### config.mk
export PLATFORM = sky130hd
export DESIGN_NAME = aes_multiblock_fsm
export DESIGN_NICKNAME = d
export VERILOG_FILES = /design/src/rtl/aes_multiblock_fsm.sv
export SDC_FILE = /design/constraint.sdc
export NUM_CORES = 1
export LEC_CHECK = 0
export ABC_AREA = 0
export BUFFER_PORTS_ARGS = -buffer_cell sky130_fd_sc_hd__buf_4
export CAP_MARGIN = 10
export CORE_MARGIN = 3
export CORE_UTILIZATION = 30
export CTS_CLUSTER_DIAMETER = 150
export CTS_CLUSTER_SIZE = 30
export DETAILED_ROUTE_END_ITERATION = 7
export GPL_TIMING_DRIVEN = 0
export PLACE_DENSITY = 0.58
export SYNTH_ARGS = -nofsm -noshare
export SYNTH_HDL_FRONTEND = slang
export SYNTH_SLANG_ARGS = --single-unit
export TNS_END_PERCENT = 100
### constraint.sdc
create_clock -name clk -period 2.4 [get_ports clk]
set_input_delay 0.48 -clock clk [delete_from_list [all_inputs] [get_ports clk]]
set_output_delay 0.48 -clock clk [all_outputs]
set_load 0.05 [all_outputs]
### src/rtl/aes_multiblock_fsm.sv
// aes_multiblock_fsm: control FSM for the multi-block AES HWPE.
// Starts the plaintext source / ciphertext sink streamers, lets the engine run
// N blocks, counts finished blocks, waits for the sink to drain and guards the
// job with a per-block watchdog. Reports done, error and progress to the slave.
module aes_multiblock_fsm #(
   parameter int CNT_W  = 16,
   parameter int ADDR_W = 32,
   parameter int DATA_W = 32,
   parameter int WDOG_W = 10
) (
   input  logic              clk,
   input  logic              reset_n,
   input  logic              clear,
   input  logic              start_i,
   input  logic [CNT_W-1:0]  nb_blocks_i,
   input  logic [ADDR_W-1:0] src_base_i,
   input  logic [ADDR_W-1:0] dst_base_i,
   input  logic              src_ready_start_i,
   input  logic              snk_ready_start_i,
   input  logic              snk_done_i,
   input  logic              eng_block_done_i,
   output logic              src_req_start_o,
   output logic              snk_req_start_o,
   output logic [ADDR_W-1:0] src_base_o,
   output logic [ADDR_W-1:0] dst_base_o,
   output logic [CNT_W+2:0]  line_length_o,
   output logic              eng_clear_o,
   output logic              eng_start_o,
   output logic              eng_enable_o,
   output logic              done_o,
   output logic              err_o,
   output logic              busy_o,
   output logic [CNT_W-1:0]  blocks_done_o
);

   localparam int WPB  = 128 / DATA_W;
   localparam int LL_W = CNT_W + 3;

   typedef enum logic [2:0] {
      IDLE,
      STARTING,
      WORKING,
      DRAIN,
      FINISHED
   } state_t;

   state_t              state_reg, state_next;
   logic [CNT_W-1:0]    n_reg, n_next;
   logic [ADDR_W-1:0]   src_base_reg, src_base_next;
   logic [ADDR_W-1:0]   dst_base_reg, dst_base_next;
   logic [CNT_W-1:0]    blocks_reg, blocks_next;
   logic                err_reg, err_next;
   logic [WDOG_W-1:0]   wdog_reg, wdog_next;
   logic                snk_seen_reg, snk_seen_next;

   logic [CNT_W-1:0]    blocks_inc;
   logic                wdog_expired;

   assign blocks_inc   = blocks_reg + CNT_W'(1);
   assign wdog_expired = &wdog_reg;

   // State and job registers; asynchronous reset returns to IDLE with all counters cleared
   always_ff @(posedge clk or negedge reset_n) begin
      if (!reset_n) begin
         state_reg    <= IDLE;
         n_reg        <= '0;
         src_base_reg <= '0;
         dst_base_reg <= '0;
         blocks_reg   <= '0;
         err_reg      <= 1'b0;
         wdog_reg     <= '0;
         snk_seen_reg <= 1'b0;
      end else begin
         state_reg    <= state_next;
         n_reg        <= n_next;
         src_base_reg <= src_base_next;
         dst_base_reg <= dst_base_next;
         blocks_reg   <= blocks_next;
         err_reg      <= err_next;
         wdog_reg     <= wdog_next;
         snk_seen_reg <= snk_seen_next;
      end
   end

   // Next-state, job bookkeeping and Moore outputs decoded from the current state
   always_comb begin
      state_next      = state_reg;
      n_next          = n_reg;
      src_base_next   = src_base_reg;
      dst_base_next   = dst_base_reg;
      blocks_next     = blocks_reg;
      err_next        = err_reg;
      wdog_next       = wdog_reg;
      snk_seen_next   = snk_seen_reg;
      src_req_start_o = 1'b0;
      snk_req_start_o = 1'b0;
      eng_clear_o     = 1'b0;
      eng_start_o     = 1'b0;
      eng_enable_o    = 1'b0;
      done_o          = 1'b0;
      busy_o          = 1'b1;

      case (state_reg)
         IDLE: begin
            eng_clear_o = 1'b1;
            busy_o      = 1'b0;
            if (start_i) begin
               n_next        = nb_blocks_i;
               src_base_next = src_base_i;
               dst_base_next = dst_base_i;
               blocks_next   = '0;
               err_next      = 1'b0;
               wdog_next     = '0;
               snk_seen_next = 1'b0;
               if (nb_blocks_i == '0) begin
                  // an empty job is reported as an error without touching the streamers
                  err_next   = 1'b1;
                  state_next = FINISHED;
               end else begin
                  state_next = STARTING;
               end
            end
         end

         STARTING: begin
            eng_start_o     = 1'b1;
            src_req_start_o = 1'b1;
            snk_req_start_o = 1'b1;
            if (src_ready_start_i && snk_ready_start_i) begin
               state_next = WORKING;
            end
         end

         WORKING: begin
            eng_enable_o = 1'b1;
            if (snk_done_i) begin
               snk_seen_next = 1'b1;
            end
            if (eng_block_done_i) begin
               wdog_next = '0;
               if (blocks_reg != n_reg) begin
                  blocks_next = blocks_inc;
               end
               if (blocks_inc == n_reg) begin
                  state_next = DRAIN;
               end
            end else if (wdog_expired) begin
               // engine stalled: abort with the progress count frozen
               err_next   = 1'b1;
               state_next = FINISHED;
            end else begin
               wdog_next = wdog_reg + WDOG_W'(1);
            end
         end

         DRAIN: begin
            eng_enable_o = 1'b1;
            if (snk_done_i) begin
               snk_seen_next = 1'b1;
            end
            if (snk_seen_reg || snk_done_i) begin
               state_next = FINISHED;
            end else if (eng_block_done_i) begin
               wdog_next = '0;
            end else if (wdog_expired) begin
               err_next   = 1'b1;
               state_next = FINISHED;
            end else begin
               wdog_next = wdog_reg + WDOG_W'(1);
            end
         end

         FINISHED: begin
            eng_enable_o = 1'b1;
            done_o       = 1'b1;
            state_next   = IDLE;
         end

         default: begin
            state_next = IDLE;
         end
      endcase

      // soft clear overrides any transition chosen above
      if (clear) begin
         state_next    = IDLE;
         blocks_next   = '0;
         err_next      = 1'b0;
         wdog_next     = '0;
         snk_seen_next = 1'b0;
      end
   end

   assign src_base_o    = src_base_reg;
   assign dst_base_o    = dst_base_reg;
   assign blocks_done_o = blocks_reg;
   assign err_o         = err_reg;
   // full-width product so the largest N never wraps
   assign line_length_o = LL_W'(n_reg) * LL_W'(WPB);

endmodule

==> reports/results.ini <==
[run_status]
status = complete, no violations

[synthesis]
synth_edf_count = 0
yosys_warnings = 0
synth_top_area_share_pct = 51.3
ys_seq_area_share_pct = 51.3
synth_area_um2 = 5410
yosys-top-cells-count = dfrtp_1 (111), mux2_2 (81), nor2_1 (35), nand2_1 (26), xnor2_1 (21)
synth_top_area_cell = dfrtp_1
synthArstFlopShare_pct = 100
synth_ff_type = dfrtp_1
synth_most_common_cell = dfrtp_1
syn_area_per_cell_um2 = 11.5
ys_top_cells_by_area = dfrtp_1 (51%), mux2_2 (17%), xnor2_1 (3.4%)
synth-seq-cells = 111
synth_cell_types = 55
netlist_instances = 472

[drt]
vias = 4476
routed_wl_um = 15900
ant_nets = 0
drc = 0
dr.first_iter.drc_count = 169
vias_per_cell = 4.92
wire_per_inst_um = 17.5
drtPass1Iterations = 4

[finish]
area_growth_pct = 39.1
final_nets = 770
fill_cells = 1650
fin_util_pct = 43.1
drive_above_1_share_pct = 49.2
multiInputGateArea_um2 = 2480
regArea_um2 = 2780
fin_area_um2 = 7530
antenna_cells = 0

[power]
p_per_area_nw_per_um2 = 1260
power.leakage_uw = 0.00337
power.total_uw = 9510
irDropWorstVdd_mv = 0.820

[clocking]
cts_max_path_buffers = 2
clock_sinks = 111
cts_buffers = 9
tritoncts = built
h-tree-depth = 3
root_buffer = clkbuf_16
clkTransAtPathRegs_ns = 0.07
clock_latency_ns = 0.36
hold_buffers = 0

[setup_path]
critPathLaunchType = flip-flop
r2r_start = blocks_done_o[0]
rrSetupSlack_ns = 0.12
critPathCaptureType = flip-flop
required_ns = 2.66
reg2regPathDepth = 6
critPathKind = flip-flop to flip-flop
cp_max_fo = 7
arrival_ns = 2.54
reg2reg_to = state_reg[0]

[grt]
grt_pass1_vias = 4709
grt_pass1_wl_um = 25300
antenna_found_initial = 0
grt_max_degree = 72
overflow = 0
grt_usage_pct = 16.2

[sta]
slew_violations = 0
timing.hold.ws_ns = 0.111
worst_pin_slew_ns = 0.596
fin_setup_tns_ns = 0
skew_ns = 0.00929
fmax_mhz = 439
finalCritPeriodShare_pct = 95.0
slew_headroom_pct = 59.9
rsz0062_at_grt = no
timing.final.setup_violations = 0
layout_min_cycle_time_ns = 2.28
finalHoldViolations = 0

[place]
dp_hpwl_um = 12400
port_buffers = 191
gp_congestion = 0.880
place_area_um2 = 7180

[floorplan]
dieArea_um2 = 19700
rows = 48
die_h_um = 140
num_io_pins = 195
start_util_pct = 31.0
core_area_um2 = 17500
die_w_um = 140

[job]
drv_cap = 0

[worst_hold_path]
min_path_type = input pin to async pin

==> critical path: stages, from the launching register on <==
cell and delay [ns]:
dfrtp_1 0.49, ha_2 0.29, nand3_1 0.21, or4b_1 0.56, o221ai_1 0.23, a32oi_1 0.10
o41ai_2 0.29
==> what timing repair did <==
action,in CTS,in global routing
setup buffers,0,3
setup endpoints to repair,9,89
gates cloned,0,0
resized for setup,1,11
pin swaps,0,1
==> worst max-delay path by stage <==
stage	start	end	slack [ns]
after global placement	blocks_done_o[12]	blocks_done_o[7]	-0.15
after detailed placement	blocks_done_o[10]	blocks_done_o[5]	-0.09
after global routing	blocks_done_o[9]	blocks_done_o[6]	0.002
after floorplan	state_reg[1]	eng_enable_o	0.07
final	blocks_done_o[0]	state_reg[0]	0.12
after CTS	state_reg[1]	n_reg[0]	0.02
==> layer usage <==
| metal | track usage [%] | share of wire, % | up-vias |
|---|---|---|---|
| li1 | - | - | 2104 |
| met1 | 19.1 | 39 | 2185 |
| met2 | 26.4 | 48 | 171 |
| met3 | 7.95 | 12 | 16 |
| met4 | 4.28 | 1.3 | 0 |
| met5 | 0 | 0 | - |
==> cell type report <==
class,instances,area share (%)
Timing Repair Buffer,195,19.7
Clock inverter,7,0.798
Buffer,29,2.43
Sequential cell,111,36.9
Inverter,9,0.449
Multi-Input combinational cell,325,33.0
Tap cell,225,3.74
Clock buffer,9,2.99
==> power by group <==
part	total, µW	internal, µW	switching, µW
clock network	1470	726	747
logic	5090	1760	3330
registers	2950	2480	474
==> metrics by stage <==
step	cells	setup WS, ns
4_1_cts	907	0.0235
6_report	910	0.121
3_3_place_gp	890	-0.149
5_1_grt	910	0.00197
2_1_floorplan	474	0.0684
3_5_place_dp	891	-0.0938
==> cells by family after synthesis <==
group / count (synthesis) / synth area share [%]
and+or+nand+nor: 140 / 13.9
DFF: 111 / 51.3
muxes: 84 / 17.4
AOI/OAI and AO/OA: 68 / 8.42
buffers and inverters: 38 / 3.88
xor gates and xnor gates: 28 / 4.53
adders and majority gates: 2 / 0.462
other: 1 / 0.0693
==> placed cells by master (no fill, tap or decap), types with 4 or more instances in the layout <==
master	Yosys	final
buf_4	7	201
nand2b_1	6	6
nor3_2	2	6
or3_1	7	7
o21ai_0	17	17
and3_1	4	4
inv_1	9	9
xor2_1	7	7
mux2_2	81	81
clkbuf_16	0	9
nor4_1	4	4
nand2_1	26	26
nand4_1	11	11
nand3_1	10	10
o31ai_1	7	7
xnor2_1	21	18
dfrtp_1	111	111
nor2_1	35	35
and2_1	5	5
a21oi_1	16	16
buf_2	12	11
nor3_1	11	7
o211ai_1	5	5
No activity file was read; power rests on OpenSTA's default activity.
